### config.mk
export PLATFORM = sky130hd
export DESIGN_NAME = alu_iterative
export DESIGN_NICKNAME = d
export VERILOG_FILES = /design/src/rtl/alu_pkg.sv /design/src/rtl/alu_comb.sv /design/src/rtl/alu_iterative.sv
export SDC_FILE = /design/constraint.sdc
export NUM_CORES = 1
export LEC_CHECK = 0
export CAP_MARGIN = 25
export CORE_ASPECT_RATIO = 0.75
export CORE_MARGIN = 5
export CORE_UTILIZATION = 58
export CTS_CLUSTER_DIAMETER = 100
export CTS_CLUSTER_SIZE = 28
export DETAILED_ROUTE_END_ITERATION = 6
export GPL_TIMING_DRIVEN = 0
export PLACE_DENSITY_LB_ADDON = 0.25
export SYNTH_ARGS = -nofsm -noshare
export SYNTH_HDL_FRONTEND = slang
export SYNTH_SLANG_ARGS = --single-unit
### constraint.sdc
create_clock -name clk -period 3.8 [get_ports clk]
set_input_delay 0.76 -clock clk [delete_from_list [all_inputs] [get_ports clk]]
set_output_delay 0.76 -clock clk [all_outputs]
set_load 0.005 [all_outputs]
### src/rtl/alu_pkg.sv
`default_nettype none
// +------------------------------------------------------------------+
// | Module   : alu_pkg                                               |
// | Brief    : Shared ALU opcode constants, FSM state encoding and   |
// |            shift-op predicate for alu_op_decode / alu_iterative. |
// | Revision : 1.0 - initial release                                 |
// +------------------------------------------------------------------+
package alu_pkg;

   localparam logic [3:0] ALU_OP_ADD  = 4'b0000;
   localparam logic [3:0] ALU_OP_SUB  = 4'b0001;
   localparam logic [3:0] ALU_OP_SLT  = 4'b0010;
   localparam logic [3:0] ALU_OP_SLTU = 4'b0011;
   localparam logic [3:0] ALU_OP_AND  = 4'b0100;
   localparam logic [3:0] ALU_OP_OR   = 4'b0101;
   localparam logic [3:0] ALU_OP_XOR  = 4'b0110;
   localparam logic [3:0] ALU_OP_SLL  = 4'b1000;
   localparam logic [3:0] ALU_OP_SRL  = 4'b1001;
   localparam logic [3:0] ALU_OP_SRA  = 4'b1011;

   typedef enum logic [1:0] {
      ST_IDLE  = 2'b00,
      ST_SHIFT = 2'b01,
      ST_DONE  = 2'b10
   } alu_state_t;

   // Upper opcode bit marks the shift group; 1010 and 11xx in that group
   // are undefined and must be filtered by the caller.
   function automatic logic is_shift_op(input logic [3:0] op);
      return op[3];
   endfunction

endpackage
`default_nettype wire

### src/rtl/alu_comb.sv
`default_nettype none
// +------------------------------------------------------------------+
// | Module   : alu_comb                                              |
// | Brief    : Single-cycle non-shift datapath (add/sub/compare/     |
// |            logic). Undefined and shift codes produce zero.       |
// | Revision : 1.0 - initial release                                 |
// +------------------------------------------------------------------+
module alu_comb
   import alu_pkg::*;
#(
   parameter int XLEN = 32
) (
   input  logic [3:0]      alu_op,
   input  logic [XLEN-1:0] op_a,
   input  logic [XLEN-1:0] op_b,
   output logic [XLEN-1:0] result
);

   logic w_lt_signed;
   logic w_lt_unsigned;

   assign w_lt_signed   = ($signed(op_a) < $signed(op_b));
   assign w_lt_unsigned = (op_a < op_b);

   // Opcode-selected arithmetic/logic result, zero for anything else
   always_comb begin
      result = '0;
      case (alu_op)
         ALU_OP_ADD:  result = op_a + op_b;
         ALU_OP_SUB:  result = op_a - op_b;
         ALU_OP_SLT:  result = {{(XLEN-1){1'b0}}, w_lt_signed};
         ALU_OP_SLTU: result = {{(XLEN-1){1'b0}}, w_lt_unsigned};
         ALU_OP_AND:  result = op_a & op_b;
         ALU_OP_OR:   result = op_a | op_b;
         ALU_OP_XOR:  result = op_a ^ op_b;
         default:     result = '0;
      endcase
   end

endmodule
`default_nettype wire

### src/rtl/alu_iterative.sv
`default_nettype none
// +------------------------------------------------------------------+
// | Module   : alu_iterative                                         |
// | Brief    : Execute-stage ALU with valid/ready handshakes. Non-   |
// |            shift ops finish in one cycle; shifts iterate one bit |
// |            per cycle unless ALU_BARREL_SHIFT_EN is defined, in   |
// |            which case a combinational barrel shifter is used.    |
// | Revision : 1.0 - initial release                                 |
// +------------------------------------------------------------------+
module alu_iterative
   import alu_pkg::*;
#(
   parameter int XLEN    = 32,
   parameter int SHAMT_W = $clog2(XLEN)
) (
   input  logic            clk,
   input  logic            rstn,
   input  logic            in_valid,
   output logic            in_ready,
   input  logic [3:0]      alu_op,
   input  logic [XLEN-1:0] op_a,
   input  logic [XLEN-1:0] op_b,
   output logic            out_valid,
   input  logic            out_ready,
   output logic [XLEN-1:0] result,
   output logic            zero
);

   alu_state_t         r_state;
   alu_state_t         w_state_nxt;
   logic [XLEN-1:0]    r_result;
   logic [XLEN-1:0]    w_result_nxt;
   logic [XLEN-1:0]    w_comb_result;
   logic [SHAMT_W-1:0] w_shamt;
   logic               w_accept;
   logic               w_is_shift;

   assign w_accept = in_valid && in_ready;
   assign w_shamt  = op_b[SHAMT_W-1:0];
   // Only SLL/SRL/SRA are real shifts; 1010 and 11xx fall to the zero path
   assign w_is_shift = is_shift_op(alu_op) && !alu_op[2] && (alu_op[1:0] != 2'b10);

   alu_comb #(
      .XLEN   (XLEN)
   ) u_alu_comb (
      .alu_op (alu_op),
      .op_a   (op_a),
      .op_b   (op_b),
      .result (w_comb_result)
   );

`ifdef ALU_BARREL_SHIFT_EN
   logic [XLEN-1:0] w_barrel;

   // Full-width shift in one cycle
   always_comb begin
      w_barrel = '0;
      case (alu_op)
         ALU_OP_SLL: w_barrel = op_a << w_shamt;
         ALU_OP_SRL: w_barrel = op_a >> w_shamt;
         ALU_OP_SRA: w_barrel = $signed(op_a) >>> w_shamt;
         default:    w_barrel = '0;
      endcase
   end
`else
   logic [XLEN-1:0]    r_work;
   logic [XLEN-1:0]    w_work_nxt;
   logic [XLEN-1:0]    w_work_step;
   logic [SHAMT_W-1:0] r_cnt;
   logic [SHAMT_W-1:0] w_cnt_nxt;
   logic [3:0]         r_sop;
   logic [3:0]         w_sop_nxt;

   // One-bit step of the working register for the latched shift kind
   always_comb begin
      w_work_step = r_work;
      case (r_sop)
         ALU_OP_SLL: w_work_step = {r_work[XLEN-2:0], 1'b0};
         ALU_OP_SRL: w_work_step = {1'b0, r_work[XLEN-1:1]};
         default:    w_work_step = {r_work[XLEN-1], r_work[XLEN-1:1]};
      endcase
   end
`endif

   // Next-state and datapath-load decisions for the IDLE/SHIFT/DONE sequence
   always_comb begin
      w_state_nxt  = r_state;
      w_result_nxt = r_result;
`ifndef ALU_BARREL_SHIFT_EN
      w_work_nxt   = r_work;
      w_cnt_nxt    = r_cnt;
      w_sop_nxt    = r_sop;
`endif
      case (r_state)
         ST_IDLE: begin
            if (w_accept) begin
               w_state_nxt = ST_DONE;
`ifdef ALU_BARREL_SHIFT_EN
               w_result_nxt = w_is_shift ? w_barrel : w_comb_result;
`else
               if (w_is_shift) begin
                  w_work_nxt = op_a;
                  w_cnt_nxt  = w_shamt;
                  w_sop_nxt  = alu_op;
                  // A zero shift amount skips iteration entirely
                  if (w_shamt == '0) begin
                     w_result_nxt = op_a;
                  end else begin
                     w_state_nxt = ST_SHIFT;
                  end
               end else begin
                  w_result_nxt = w_comb_result;
               end
`endif
            end
         end
`ifndef ALU_BARREL_SHIFT_EN
         ST_SHIFT: begin
            w_work_nxt = w_work_step;
            w_cnt_nxt  = r_cnt - SHAMT_W'(1);
            if (r_cnt == SHAMT_W'(1)) begin
               w_result_nxt = w_work_step;
               w_state_nxt  = ST_DONE;
            end
         end
`endif
         ST_DONE: begin
            if (out_ready) begin
               w_state_nxt = ST_IDLE;
            end
         end
         default: w_state_nxt = ST_IDLE;
      endcase
   end

   // State and datapath registers; reset abandons any shift in flight
   always_ff @(posedge clk) begin
      if (!rstn) begin
         r_state  <= ST_IDLE;
         r_result <= '0;
`ifndef ALU_BARREL_SHIFT_EN
         r_work   <= '0;
         r_cnt    <= '0;
         r_sop    <= ALU_OP_ADD;
`endif
      end else begin
         r_state  <= w_state_nxt;
         r_result <= w_result_nxt;
`ifndef ALU_BARREL_SHIFT_EN
         r_work   <= w_work_nxt;
         r_cnt    <= w_cnt_nxt;
         r_sop    <= w_sop_nxt;
`endif
      end
   end

   assign in_ready  = (r_state == ST_IDLE);
   assign out_valid = (r_state == ST_DONE);
   assign result    = r_result;
   assign zero      = (r_result == '0);

endmodule
`default_nettype wire

# Word level (Yosys, flattened, before mapping)
# Index checks and enable logic that the tools add are counted.
# W data, S select, Z words.
[classes] n_mul=0 bitwise=3 n_addsub=3 muxes=19 shifts=0 div_mod_pow=0 eq_ne=17 reduce_logical=13 n_lt_le_gt_ge=2
[op_table] op="$pmux W32 S7" n=1
[op_table] op="$mux W32" n=6
[op_table] op="$pmux W32 S2" n=3
[op_table] op="$lt A32 B32 Y1" n=2
[op_table] op="$add A32 B32 Y32" n=1
[op_table] op="$and A32 B32 Y32" n=1
[op_table] op="$logic_not A32 Y1" n=1
[op_table] op="$or A32 B32 Y32" n=1
[op_table] op="$sub A32 B32 Y32" n=1
[op_table] op="$xor A32 B32 Y32" n=1
[op_table] op="$eq A4 B3 Y1 const B" n=3
[op_table] op="$mux W2" n=5
[op_table] op="$mux W5" n=2
[op_table] op="$pmux W5 S2" n=1
[op_table] op="$reduce_and A3 Y1" n=3
[op_table] op="$eq A4 B2 Y1 const B" n=2
[op_table] op="$eq A4 B4 Y1 const B" n=2
[op_table] op="$ne A2 B1 Y1 const B" n=3
[op_table] op="$pmux W2 S3" n=1
[op_table] op="$eq A5 B1 Y1 const B" n=1
[op_table] op="$logic_not A5 Y1" n=1
[op_table] op="$sub A5 B1 Y5 const B" n=1
[op_table] op="$eq A4 B1 Y1 const B" n=1
[op_table] op="$logic_not A4 Y1" n=1
[op_table] op="other kinds (9)" n=12
[word_totals] n_memories=0 mem_bits_ro=0 latch_bits=0 ff_bits=75 input_bits=72 word_cells=62 output_inout_bits=35 mem_bits_rw=0

# Longest topological paths before layout
[logic_depth] word_depth=6 depth_mapped=13 ltp_nobuf=13

# By module
# From an unflattened synthesis, not the netlist that was laid out.
[unflattened] cells_unflattened=1313 area_unflattened_um2=9346.5
[by_module_without_submodules] mod="alu_comb" seq_area_each_um2=0.0 area_per_inst_um2=5094.9 instances=1 cells_per_inst=770
[by_module_without_submodules] mod="alu_iterative" seq_area_each_um2=1501.4 area_per_inst_um2=4251.6 instances=1 cells_per_inst=543

# Least setup slack after synthesis
# OpenSTA, ideal clock, no wires.
[synth_timing] path_type="input to register" startpoint="input port op_a[2]" endpoint="register r_result[29], in the netlist result[29]" cell_stages=12 setup_ns=0.124 required_ns=3.676 arrival_ns=3.123 path_buffers=1 slack_ns=0.553 path_cell_list="inv_1 ha_1 buf_6 or3_4 a31o_4 o21ai_2 a211oi_2 o221a_4 or4_4 a21oi_2 xor2_1 o22ai_1"
[synth_via] elab_chain_len=5 elab_cells_between_ends=6 classes_between="2 x add/sub; 4 x mux"
[synth_rtl] item="start: declaration" line_no="alu_iterative.sv:21" source="input logic [XLEN-1:0] op_a,"
[synth_rtl] item="$sub A32 B32 Y32 / $add A32 B32 Y32 (equally long branches)" line_no="alu_comb.sv:30, alu_comb.sv:29"
[synth_rtl] item="$pmux W32 S7 *" line_no="alu_comb.sv:28" source="case (alu_op)"
[synth_rtl] item="$mux W32 *" line_no="alu_iterative.sv:101" source="if (w_is_shift) begin"
[synth_rtl] item="$mux W32 *" line_no="alu_iterative.sv:96" source="if (w_accept) begin"
[synth_rtl] item="$pmux W32 S2 *" line_no="alu_iterative.sv:94" source="case (r_state)"
[synth_rtl] item="end signal: assignment" line_no="alu_iterative.sv:148" source="r_result <= w_result_nxt;"
[synth_rtl] item="end: declaration" line_no="alu_iterative.sv:31" source="logic [XLEN-1:0] r_result;"
# Every way passes the cells marked *; elsewhere a longest branch is shown, timed or not. The select of a mux whose other input is x is not followed.
# A chain may end at the register's enable or synchronous reset.

# Final worst setup path
[layout_timing] startpoint="input port alu_op[0]" endpoint="register r_result[1], in the netlist result[1]"
[layout_via] elab_chain_len=5 elab_cells_between_ends=15 classes_between="8 x eq/ne; 4 x mux; 3 x reduce/logical"
[layout_rtl] item="start: declaration" line_no="alu_iterative.sv:20" source="input logic [3:0] alu_op,"
[layout_rtl] item="$eq A4 B3 Y1 (tied with other cells)" line_no="alu_comb.sv:28"
[layout_rtl] item="$pmux W32 S7 / $logic_and A1 B1 Y1 (equally long branches)" line_no="alu_comb.sv:28, alu_iterative.sv:41"
[layout_rtl] item="$mux W32" line_no="alu_iterative.sv:101"
[layout_rtl] item="$mux W32" line_no="alu_iterative.sv:96"
[layout_rtl] item="$pmux W32 S2" line_no="alu_iterative.sv:94"
# Parallel ways exist; a longest one is shown, timed or not. The select of a mux whose other input is x is not followed.

==> metrics.yaml <==
min_path:
  hp-start: "r_sop[1]"
  hold_class: "register to register"
timing:
  tightest_slew_ns: 1.07
  clock_skew_ns: 0.00708
  fin_crit_ns: 3.86
  slew_headroom: 0.286
  fin_crit_sh: 1.02
  setup_viol: 4
  hold_violations: 0
  setup_ws_ns: -0.0599
  slew_viol_final: 0
  max_freq_mhz: 259
synth:
  synth_flop_cell: "dfxtp_1"
  synth_edf_count: 0
  ys_seq_elements: 75
  yosysSeqAreaShare: 0.164
  ys.warnings.count: 0
  synth_nets: 1439
  syn_avg_cell_area_um2: 7.25
  syn_inst: 1260
  async_reset_ff_frac: 0
  synth.distinct_cells: 90
  synth_area_mm2: 0.00914
run_status:
  status: "finished, violations left"
  violations: "DRC, setup timing"
routing:
  drtIter0Drc: 1996
  drtAntennaViolNets: 0
  vias: 11000
  wl_per_cell_um: 24.8
  drt_pass1_iterations: 7
  drc: 26
  vias_per_cell: 6.93
  wirelength_um: 39500
pwr:
  peakVddDrop_uv: 261
  p_sw_frac: 0.380
  leakagePower_nw: 4.56
  power_frac_seq: 0.272
  p_total_mw: 3.28
  p_comb_frac: 0.414
  switching_power_mw: 1.25
  p_per_area_mw_per_mm2: 296
  clkPwrFrac: 0.314
  internal-power_mw: 2.03
clock_network:
  cts_max_level: 3
  clkLatencyLatePin_ns: 0.35
  cts_hold_buf: 0
  cts.sinks: 75
  clockBufferDepth: 2
  clk_pin_slew_ns: 0.06
  cts_root_buf: "clkbuf_16"
  cts_made_buffers: 9
  tritoncts: "done"
cells_and_area:
  area_growth_pct: 21.3
  fillers: 1302
  instances_no_fill: 1591
  drive_gt1_frac: 0.103
  finalNetCount: 1560
  antenna_cells: 0
worst_setup_path:
  worstPathRequired_ns: 4.00
  cp_data_arrival_time_ns: 4.06
  critPathKind: "input pin to register"
  r2r_start: "r_state[0]"
  worstSetupStartpointType: "input pin"
  crit_path_start: "alu_op[0]"
  endpoint_kind: "register"
  critPathMaxFanout: 10
global_routing:
  gr-usage-all-layers: 0.407
  grt_overflow: 0
  antenna_found_initial: 1
  grt_max_degree: 14
  grt_pass1_wl_um: 58900
  grt_pass1_vias: 10100
run:
  timing.max_cap.violations: 0
die:
  initial_core_util: 0.596
  dieArea_mm2: 0.0184
  die_y_um: 119
  rows: 39
  die_x_um: 155
  io-pin-count: 107
  core-area_mm2: 0.0153
placed_design:
  io_buffers: 104
  gp_congestion: 1.02
  hpwl_um: 29400
  dp.cells: 1569
## state kept, by name, summed over array words and instances, names as in the netlist
name	cells
r_work	32
result	32
r_cnt	5
r_sop	4
r_state	2
## cell type report
class / instances / area, um2 / area share
multi-input cells: 995 / 6990 / 0.631
flip-flops and latches: 75 / 1500 / 0.135
repair buffers: 114 / 1120 / 0.101
plain buffers: 83 / 468 / 0.0422
inverters: 103 / 394 / 0.0356
well taps: 205 / 256 / 0.0231
clock buffers: 10 / 239 / 0.0216
clock inverters: 6 / 113 / 0.0102
## placed cells by master, fill, tap and decap left out, types with 20 or more instances in the layout
cell type / instances
clkdlybuf4s50_1: 87
clkbuf_1: 44
o21ai_0: 96
nor2_1: 151
xnor2_1: 20
ha_1: 102
mux2i_1: 36
nand2_1: 83
a21oi_1: 123
dfxtp_1: 75
a221oi_1: 24
a211oi_1: 24
inv_1: 100
## cell families after synthesis
| logic type | count (synthesis) | share of synthesized area |
|---|---|---|
| XOR/XNOR | 23 | 0.0220 |
| adder cells (fa/ha/maj) | 107 | 0.148 |
| multiplexers | 54 | 0.0616 |
| buffers and inverters | 190 | 0.0936 |
| AND/OR/NAND/NOR | 365 | 0.189 |
| AO/OA/AOI/OAI | 446 | 0.321 |
| flip-flops | 75 | 0.164 |
## per-layer routing
metal	track usage	routed length (um)	vias up
met4	0.170	1920	2
met5	0	11	-
li1	-	-	4816
met2	0.561	15300	991
met1	0.565	15500	5037
met3	0.152	6750	185
## path summary, 6_finish.rpt
check,slack (ns),to,depth (start not counted)
setup / recovery,-0.06,result[1],10
hold / removal,0.47,r_sop[1],2
setup reg to reg,0.60,result[4],9
hold reg to reg,0.47,r_sop[1],2
## through the flow
stage               TNS [ns]  utilization  setup WS, ns  hold WS (ns)  area [um2]
floorplan                  0            -         0.553         0.433        9140
global placement      -11.87        0.681        -0.707         0.443       10400
detailed placement    -13.06        0.681        -0.705         0.456       10400
CTS                        0        0.712       0.00224         0.467       10900
global route         -0.0101        0.724      -0.00999         0.490       11100
finish                -0.108        0.724       -0.0599         0.466       11100
## power groups by stage
stage	Sequential (mW)	Clock [mW]	Combinational, mW
global placement	0.903	0	1.22
finish	0.892	1.03	1.36
floorplan	0.888	0	0.767
CTS	0.888	1.02	1.26
global route	0.894	1.05	1.43
detailed placement	0.904	0	1.23
## repair_timing
action	CTS	global route
endpoints found under the setup margin	22	25
buffers inserted	3	6
gates resized for setup	30	52
pin swaps	2	11
## synth_stat cells (all sizes together) (24+ instances only)
| master | n | area [um2] |
|---|---|---|
| a211oi | 30 | 230 |
| a21oi | 132 | 676 |
| a221oi | 26 | 228 |
| buf | 24 | 153 |
| clkbuf | 63 | 317 |
| dfxtp | 75 | 1500 |
| ha | 105 | 1310 |
| inv | 102 | 383 |
| mux2i | 36 | 360 |
| nand2 | 83 | 312 |
| nor2 | 152 | 571 |
| o21ai | 104 | 524 |
## critical path: stages
cell             delay [ns]
clkdlybuf4s50_1        0.76
inv_1                  0.20
and3_1                 0.20
clkbuf_1               0.26
clkbuf_2               0.42
clkbuf_2               0.40
a222oi_1               0.36
o21ai_0                0.21
a221oi_1               0.36
a211oi_1               0.12
No activity file was read; power rests on OpenSTA's default activity.
